### src/rtl/control_fsm_if.sv
// Handshake and strobe bundle between the fetch/memory side and control_fsm.
interface control_fsm_if #(
    parameter int unsigned OPW = 6
);
    logic           instr_valid;
    logic [OPW-1:0] opcode;
    logic           instr_ready;
    logic           mem_ready;
    logic           err_clr;
    logic           memwrite;
    logic           memread;
    logic           branch;
    logic           aluen;
    logic           busy;
    logic           error;

    // Fetch stage / memory side: presents opcodes, answers memory ops.
    modport master (
        output instr_valid, opcode, mem_ready, err_clr,
        input  instr_ready, memwrite, memread, branch, aluen, busy, error
    );

    // Control FSM side.
    modport slave (
        input  instr_valid, opcode, mem_ready, err_clr,
        output instr_ready, memwrite, memread, branch, aluen, busy, error
    );
endinterface

### src/rtl/control_fsm.sv
// Multi-cycle handshaked opcode decoder: one opcode per handshake, one strobe per op.
// Memory strobes are held until mem_ready or until the MEM-cycle budget runs out.
module control_fsm #(
    parameter int unsigned    OPW         = 6,
    parameter logic [OPW-1:0] OP_LOAD     = 6'b010001,
    parameter logic [OPW-1:0] OP_STORE    = 6'b010000,
    parameter logic [OPW-1:0] OP_BRANCH   = 6'b100000,
    parameter bit             ALU_DEFAULT = 1'b1,
    parameter int unsigned    MEM_TIMEOUT = 15
) (
    input  logic          clk,
    input  logic          reset,
    control_fsm_if.slave  bus
);

    typedef enum logic [1:0] {StIdle, StDecode, StExec, StMem} state_e;

    localparam logic [7:0] TmoVal = 8'(MEM_TIMEOUT);

    state_e         state_q, state_d;
    logic [OPW-1:0] opcode_q, opcode_d;
    logic [7:0]     cnt_q, cnt_d;
    logic           memwrite_q, memwrite_d;
    logic           memread_q, memread_d;
    logic           branch_q, branch_d;
    logic           aluen_q, aluen_d;
    logic           error_q, error_d;
    logic           err_set;
    logic           is_mem_op;

    assign is_mem_op = (opcode_q == OP_LOAD) || (opcode_q == OP_STORE);

    // State and registered outputs; synchronous active-low reset.
    always_ff @(posedge clk) begin
        if (!reset) begin
            state_q    <= StIdle;
            opcode_q   <= '0;
            cnt_q      <= '0;
            memwrite_q <= 1'b0;
            memread_q  <= 1'b0;
            branch_q   <= 1'b0;
            aluen_q    <= 1'b0;
            error_q    <= 1'b0;
        end else begin
            state_q    <= state_d;
            opcode_q   <= opcode_d;
            cnt_q      <= cnt_d;
            memwrite_q <= memwrite_d;
            memread_q  <= memread_d;
            branch_q   <= branch_d;
            aluen_q    <= aluen_d;
            error_q    <= error_d;
        end
    end

    // Next state, opcode capture, MEM-cycle counter and error-set events.
    always_comb begin
        state_d  = state_q;
        opcode_d = opcode_q;
        cnt_d    = cnt_q;
        err_set  = 1'b0;
        unique case (state_q)
            StIdle: begin
                if (bus.instr_valid) begin
                    opcode_d = bus.opcode;
                    state_d  = StDecode;
                end
            end
            StDecode: begin
                if (is_mem_op) begin
                    state_d = StMem;
                    cnt_d   = '0;
                end else if (opcode_q == OP_BRANCH || ALU_DEFAULT) begin
                    state_d = StExec;
                end else begin
                    err_set = 1'b1;
                    state_d = StIdle;
                end
            end
            StExec: begin
                state_d = StIdle;
            end
            StMem: begin
                // Counter saturates at the limit rather than wrapping.
                cnt_d = (cnt_q == TmoVal) ? cnt_q : cnt_q + 8'd1;
                if (bus.mem_ready) begin
                    state_d = StIdle;
                end else if (cnt_q + 8'd1 >= TmoVal) begin
                    err_set = 1'b1;
                    state_d = StIdle;
                end
            end
        endcase
    end

    // Next values of the registered strobes, derived from the state being entered.
    always_comb begin
        memwrite_d = (state_d == StMem)  && (opcode_q == OP_STORE);
        memread_d  = (state_d == StMem)  && (opcode_q == OP_LOAD);
        branch_d   = (state_d == StExec) && (opcode_q == OP_BRANCH);
        aluen_d    = (state_d == StExec) && (opcode_q != OP_BRANCH);
        // A new error outranks a simultaneous clear.
        error_d    = err_set | (error_q & ~bus.err_clr);
    end

    assign bus.instr_ready = (state_q == StIdle);
    assign bus.busy        = (state_q != StIdle);
    assign bus.memwrite    = memwrite_q;
    assign bus.memread     = memread_q;
    assign bus.branch      = branch_q;
    assign bus.aluen       = aluen_q;
    assign bus.error       = error_q;

endmodule
### src/flat_wrapper.sv
// flat-port wrapper written by rule: the top's interface ports become plain ports
module control_fsm_flat 
#(
    parameter int unsigned    OPW         = 6,
    parameter logic [OPW-1:0] OP_LOAD     = 6'b010001,
    parameter logic [OPW-1:0] OP_STORE    = 6'b010000,
    parameter logic [OPW-1:0] OP_BRANCH   = 6'b100000,
    parameter bit             ALU_DEFAULT = 1'b1,
    parameter int unsigned    MEM_TIMEOUT = 15
)
  (clk, reset, bus_instr_valid, bus_opcode, bus_mem_ready, bus_err_clr, bus_instr_ready, bus_memwrite, bus_memread, bus_branch, bus_aluen, bus_busy, bus_error);
  control_fsm_if #(.OPW(OPW)) bus_i ();
  input  logic clk;
  input  logic reset;
  input wire logic [$bits(bus_i.instr_valid)-1:0] bus_instr_valid;
  input wire logic [$bits(bus_i.opcode)-1:0] bus_opcode;
  input wire logic [$bits(bus_i.mem_ready)-1:0] bus_mem_ready;
  input wire logic [$bits(bus_i.err_clr)-1:0] bus_err_clr;
  output wire logic [$bits(bus_i.instr_ready)-1:0] bus_instr_ready;
  output wire logic [$bits(bus_i.memwrite)-1:0] bus_memwrite;
  output wire logic [$bits(bus_i.memread)-1:0] bus_memread;
  output wire logic [$bits(bus_i.branch)-1:0] bus_branch;
  output wire logic [$bits(bus_i.aluen)-1:0] bus_aluen;
  output wire logic [$bits(bus_i.busy)-1:0] bus_busy;
  output wire logic [$bits(bus_i.error)-1:0] bus_error;
  assign bus_i.instr_valid = bus_instr_valid;
  assign bus_i.opcode = bus_opcode;
  assign bus_i.mem_ready = bus_mem_ready;
  assign bus_i.err_clr = bus_err_clr;
  assign bus_instr_ready = bus_i.instr_ready;
  assign bus_memwrite = bus_i.memwrite;
  assign bus_memread = bus_i.memread;
  assign bus_branch = bus_i.branch;
  assign bus_aluen = bus_i.aluen;
  assign bus_busy = bus_i.busy;
  assign bus_error = bus_i.error;
  control_fsm #(.OPW(OPW), .OP_LOAD(OP_LOAD), .OP_STORE(OP_STORE), .OP_BRANCH(OP_BRANCH), .ALU_DEFAULT(ALU_DEFAULT), .MEM_TIMEOUT(MEM_TIMEOUT)) u_core (.clk(clk), .reset(reset), .bus(bus_i));
endmodule
### config.mk
export PLATFORM = sky130hd
export DESIGN_NAME = control_fsm_flat
export DESIGN_NICKNAME = d
export VERILOG_FILES = /design/src/rtl/control_fsm_if.sv /design/src/rtl/control_fsm.sv /design/src/flat_wrapper.sv
export SDC_FILE = /design/constraint.sdc
export NUM_CORES = 1
export LEC_CHECK = 0
export ABC_AREA = 0
export BUFFER_PORTS_ARGS = -buffer_cell sky130_fd_sc_hd__buf_2
export CAP_MARGIN = 20
export CORE_ASPECT_RATIO = 0.7
export CORE_MARGIN = 1
export CORE_UTILIZATION = 58
export DETAILED_ROUTE_END_ITERATION = 8
export GPL_ROUTABILITY_DRIVEN = 0
export HOLD_SLACK_MARGIN = 0.05
export PLACE_DENSITY = 0.82
export SYNTH_ARGS = -nofsm -noshare
export SYNTH_HDL_FRONTEND = slang
export SYNTH_SLANG_ARGS = --single-unit
### constraint.sdc
create_clock -name clk -period 4.5 [get_ports clk]
set_input_delay 0.45 -clock clk [delete_from_list [all_inputs] [get_ports clk]]
set_output_delay 0.45 -clock clk [all_outputs]
set_load 0.05 [all_outputs]
==> Word-level counts from Yosys, hierarchy flattened <==
Index checks and enable logic that the tools add are counted.
{ "op_classes": {"n_reduce_logical": 10, "n_mux": 11, "eq_ne": 12, "bitwise_logic": 3, "order_cmp": 1, "addsub": 1} }
{ "ops": {"columns": ["op", "n"], "rows": [
  ["8-bit 2-to-1 mux", 2],
  ["8-bit case mux with 2 select lines", 1],
  ["6-bit by 5-bit == test with 1-bit output, second input constant", 2],
  ["8-bit by 1-bit adder with 8-bit output, second input constant", 1],
  ["2-bit == test, second input constant", 4],
  ["8-bit by 4-bit == test with 1-bit output, second input constant", 1],
  ["8-bit by 4-bit >= comparator with 1-bit output, second input constant", 1],
  ["2-bit case mux with 4 select lines", 1],
  ["6-bit == test, second input constant", 1],
  ["2-bit 2-to-1 mux", 3],
  ["6-bit != test, second input constant", 1],
  ["1-bit logical AND", 4],
  ["1-bit 2-to-1 mux", 4],
  ["2-bit nonzero test", 2],
  ["3-bit AND reduction", 1],
  ["2-bit by 1-bit == test with 1-bit output, second input constant", 1],
  ["2-bit zero test", 1],
  ["2-bit by 1-bit != test with 1-bit output, second input constant", 1],
  ["2-bit != test, second input constant", 1],
  ["2-bit AND reduction", 1],
  ["1-bit AND", 1],
  ["1-bit logical OR", 1],
  ["1-bit NOT", 1],
  ["1-bit bitwise OR", 1]
]} }
{ "totals": {"input_bits": 11, "ff_bits": 21} }

==> Longest topological paths before layout <==
{ "logic_depth": {"depth_word": 7, "ltp_mapped": 7, "mapped_depth_nobuf": 6} }

==> Worst setup path after synthesis <==
OpenSTA, ideal clock, no wires.
{ "synth_path": {"path_kind": "register to register", "startpoint": "register u_core.state_q[0]", "endpoint": "register u_core.opcode_q[0]", "n_path_buf": 2, "path_stages_with_launch": 8, "arrival_time_ns": 1.990, "period_less_slack_ns": 2.107, "slack_ns": 2.393, "setup_ns": 0.116, "cell_sequence": "dfxtp_1 -> clkbuf_1 -> or2_2 -> inv_1 -> and2_1 -> clkbuf_1 -> mux2i_1 -> nor2b_1"} }
{ "synth_via": {"elab_chain_cells": 2} }
{ "synth_rtl": {"columns": ["element", "line", "text"], "rows": [
  ["from (decl)", "control_fsm.sv:20", "state_e state_q, state_d;"],
  ["from (signal assigned)", "control_fsm.sv:36", "state_q <= StIdle;"],
  ["from (signal assigned)", "control_fsm.sv:45", "state_q <= state_d;"],
  ["2-bit zero test", null, null],
  ["via bus_instr_ready", "flat_wrapper.sv:19", "output wire logic [$bits(bus_i.instr_ready)-1:0] bus_instr_ready;"],
  ["2-bit AND reduction (no source line)", null, null],
  ["to (signal assigned)", "control_fsm.sv:46", "opcode_q <= opcode_d;"],
  ["to (decl)", "control_fsm.sv:21", "logic [OPW-1:0] opcode_q, opcode_d;"]
]} }
The timed path passes the listed nets, and every way through them passes these cells.
A chain may end at the register's enable or synchronous reset.

==> Worst setup path after layout <==
{ "layout_path": {"startpoint": "register u_core.cnt_q[0]", "endpoint": "register u_core.memwrite_q (netlist: u_core.bus.memwrite)"} }
{ "layout_via": {"elab_chain_cells": 7} }
{ "layout_rtl": {"columns": ["element", "line", "text"], "rows": [
  ["from (decl)", "control_fsm.sv:22", "logic [7:0] cnt_q, cnt_d;"],
  ["from (signal assigned)", "control_fsm.sv:47", "cnt_q <= cnt_d;"],
  ["8-bit by 1-bit adder with 8-bit output", "control_fsm.sv:88", "end else if (cnt_q + 8'd1 >= TmoVal) begin"],
  ["8-bit by 4-bit >= comparator with 1-bit output", "control_fsm.sv:88", null],
  ["2-bit 2-to-1 mux", "control_fsm.sv:88", null],
  ["2-bit 2-to-1 mux", "control_fsm.sv:86", "if (bus.mem_ready) begin"],
  ["2-bit case mux with 4 select lines", "control_fsm.sv:62", "unique case (state_q)"],
  ["2-bit == test", "control_fsm.sv:98", "memwrite_d = (state_d == StMem) && (opcode_q == OP_STORE);"],
  ["1-bit logical AND", "control_fsm.sv:98", null],
  ["to (signal assigned)", "control_fsm.sv:48", "memwrite_q <= memwrite_d;"],
  ["to (decl)", "control_fsm.sv:23", "logic memwrite_q, memwrite_d;"]
]} }
Every way passes these cells.

==> flow_summary.json <==
{
  "avgSynthCellArea_um2": 8.73,
  "whs_path_depth": 3,
  "r2r_end": "u_core.bus.memwrite",
  "rrSetupSlack_ns": 2.36,
  "synth_edf_count": 0,
  "core.rowCount": 12,
  "vias_per_cell": 6.05,
  "p_leak_nw": 0.456,
  "post-cts-setup-buffers": 0,
  "yosys.area.top_type_share": 0.385,
  "ant_nets": 0,
  "post_dp_cell_area_mm2": 0.00116,
  "crit_slowest_cell": "or4_4",
  "yosysTopAreaCell": "dfxtp_1",
  "worstHoldStart": "bus_opcode[1]",
  "synthAdderAreaFrac": 0.0229,
  "ios": 18,
  "synth-simple-area-share": 0.272,
  "hold_buffers": 0,
  "relSlewSlack": 0.565,
  "initialDrtViolationCount": 41,
  "grt_max_degree": 22,
  "cts-resized-gates": 0,
  "diodes": 0,
  "syn_area_mm2": 0.00109,
  "setup_violations": 0,
  "ys_seq_area_frac": 0.385,
  "worst_clock_skew_ns": 0.00211,
  "port_buffers": 17,
  "initial_utilization": 0.655,
  "syn_nets": 138,
  "power_density_mw_per_mm2": 277,
  "wire_per_inst_um": 13.5,
  "max_freq_ghz": 0.468,
  "hpwl_um": 1600,
  "drc": 0,
  "ys_types": 41,
  "ys_ff_latch": 21,
  "cts_tree": "done",
  "crit_chain": "ha_1 > and3_1 > or4_4 > a211oi_2 > nand4_2 > a211oi_2",
  "path_clk_slew_ns": 0.11,
  "die_w_um": 53.8,
  "fin_ws_ns": 2.36,
  "synth_compound_area_frac": 0.182,
  "design.core.area_mm2": 0.00167,
  "crit_type": "reg -> reg",
  "grt_pass1_vias": 796,
  "tightest_slew_ns": 0.646,
  "period_share": 0.475,
  "grt_overflow": 0,
  "drv_cap": 0,
  "clock_latency_ns": 0.30,
  "synthesis.instances": 125,
  "dieArea_mm2": 0.00206,
  "ff_latch_area_um2": 420,
  "vdd.ir_drop.worst_v": 0.000282,
  "synthMuxAreaShare": 0.0734,
  "cpMostUsedCell": "a211oi_2",
  "setup_tns_ns": 0,
  "yosysMostFrequentCell": "dfxtp_1",
  "cp-start-kind": "flip-flop",
  "total_power_mw": 0.328,
  "htreeDepth": 1,
  "end_kind": "flip-flop",
  "grt_use_met1": 0.349,
  "pre_cts_ws_ns": 2.40,
  "stdcell_area_mm2": 0.00118,
  "cpPeakStageDelay_ns": 0.43,
  "cts_made_buffers": 3,
  "rsz0062_at_grt": "no",
  "die_y_um": 38.3,
  "vias": 962,
  "grt_pass1_wl_um": 3560,
  "fill_cells": 133,
  "hold_ws_ns": 0.404,
  "dp_cells": 155,
  "grt_antenna_before_repair": 0,
  "status": "completed",
  "dr.pass1.iters": 4,
  "synthFlopType": "dfxtp_1",
  "worstReg2RegStart": "u_core.cnt_q[0]",
  "finalCriticalPeriod_ns": 2.14,
  "ys_warn_count": 0,
  "finish.utilization": 0.709,
  "grt-busiest-layer": "met2",
  "fin_nets": 152,
  "multi_input_area_um2": 609,
  "cp.required_ns": 4.73,
  "clock_path_buffers": 2,
  "reg2reg_depth": 6,
  "grt_usage": 0.252,
  "clock-root-buffer": "clkbuf_4",
  "synth-xor-area-share": 0.00803,
  "area.growth.synth_to_final_pct": 8.37,
  "hold_path_end": "u_core.opcode_q[1]",
  "async_reset_ff_frac": 0,
  "layout.cells.non_filler": 159,
  "crit_fanout": 8,
  "gr-usage-met2": 0.373,
  "yosys-top-cells-count": "21 x dfxtp_1, 11 x nand2_1, 8 x mux2i_1, 8 x nand3_1",
  "worstPathArrival_ns": 2.37,
  "drv_slew": 0,
  "met3_usage": 0.0833,
  "cts.sinks": 21,
  "hold_viol_final": 0,
  "wirelength_um": 2150,
  "hold_class": "in -> reg",
  "synth_area_leaders": "dfxtp_1 39%, mux2i_1 7.3%, nor2b_1 4.0%, nand2_1 3.8%, nand3_1 3.7%",
  "synth_top_family_by_area": "simple AND/OR/NAND/NOR gates",
  "layout-drive-gt1-share": 0.203
}
[cells in the final DEF (no fill, tap or decap), drive strengths merged, types with 4 or more instances in the layout]
master  instances
mux2i           8
nand3           8
o21ai           6
nand2          11
dfxtp          21
buf            17
inv             4
clkbuf          4
a21oi           5
nor2b           7
nor2            7
[state kept, by name, summed over array words and instances, names as in the netlist]
name                 count
u_core.bus.error         1
u_core.state_q           2
u_core.bus.memread       1
u_core.cnt_q             8
u_core.bus.memwrite      1
u_core.opcode_q          6
u_core.bus.branch        1
u_core.bus.aluen         1
[layer usage]
metal / vias up / wire [um] / share of wire
met2: 47 / 905 / 0.42
li1: 483 / - / -
met1: 430 / 1060 / 0.49
met4: 0 / 3 / 0.0014
met5: - / 0 / 0
met3: 2 / 184 / 0.085
[worst max-delay path by stage]
stage	depth (start not counted)	slack, ns	startpoint	to
after detailed placement	6	2.40	u_core.cnt_q[0]	u_core.bus.memwrite
after global placement	6	2.46	u_core.cnt_q[0]	u_core.bus.memwrite
after global routing	6	2.24	u_core.cnt_q[0]	u_core.bus.memwrite
after floorplan	7	2.39	u_core.state_q[0]	u_core.opcode_q[0]
after CTS	6	2.36	u_core.cnt_q[0]	u_core.bus.memwrite
final	6	2.36	u_core.cnt_q[0]	u_core.bus.memwrite
[worst max-delay path: cells and delay by family, from the launching register on]
| family | cells | cell delay [ns] |
|---|---|---|
| fa+ha+maj | 1 | 0.28 |
| compound gates | 2 | 0.54 |
| flops | 1 | 0.39 |
| simple gates | 3 | 0.87 |
[power breakdown]
group	leakage, nW	internal [mW]	switching, mW	total [mW]
clock	0.0150	0.0346	0.0535	0.0881
combinational	0.271	0.0163	0.0258	0.0421
sequential	0.171	0.192	0.00608	0.198
total	0.456	0.242	0.0854	0.328
[logic make-up after synthesis]
| family | after synthesis |
|---|---|
| AO/OA/AOI/OAI | 28 |
| XOR/XNOR | 1 |
| adder cells (fa/ha/maj) | 2 |
| buffers and inverters | 12 |
| flip-flops | 21 |
| multiplexers | 8 |
| AND/OR/NAND/NOR | 53 |
[layout make-up]
cell class	instances	share of cell area
Clock buffer	4	0.0222
Multi-Input combinational cell	92	0.515
Timing Repair Buffer	17	0.0720
Tap cell	21	0.0222
Sequential cell	21	0.356
Inverter	4	0.0127
(Power assumes the default switching activity.)
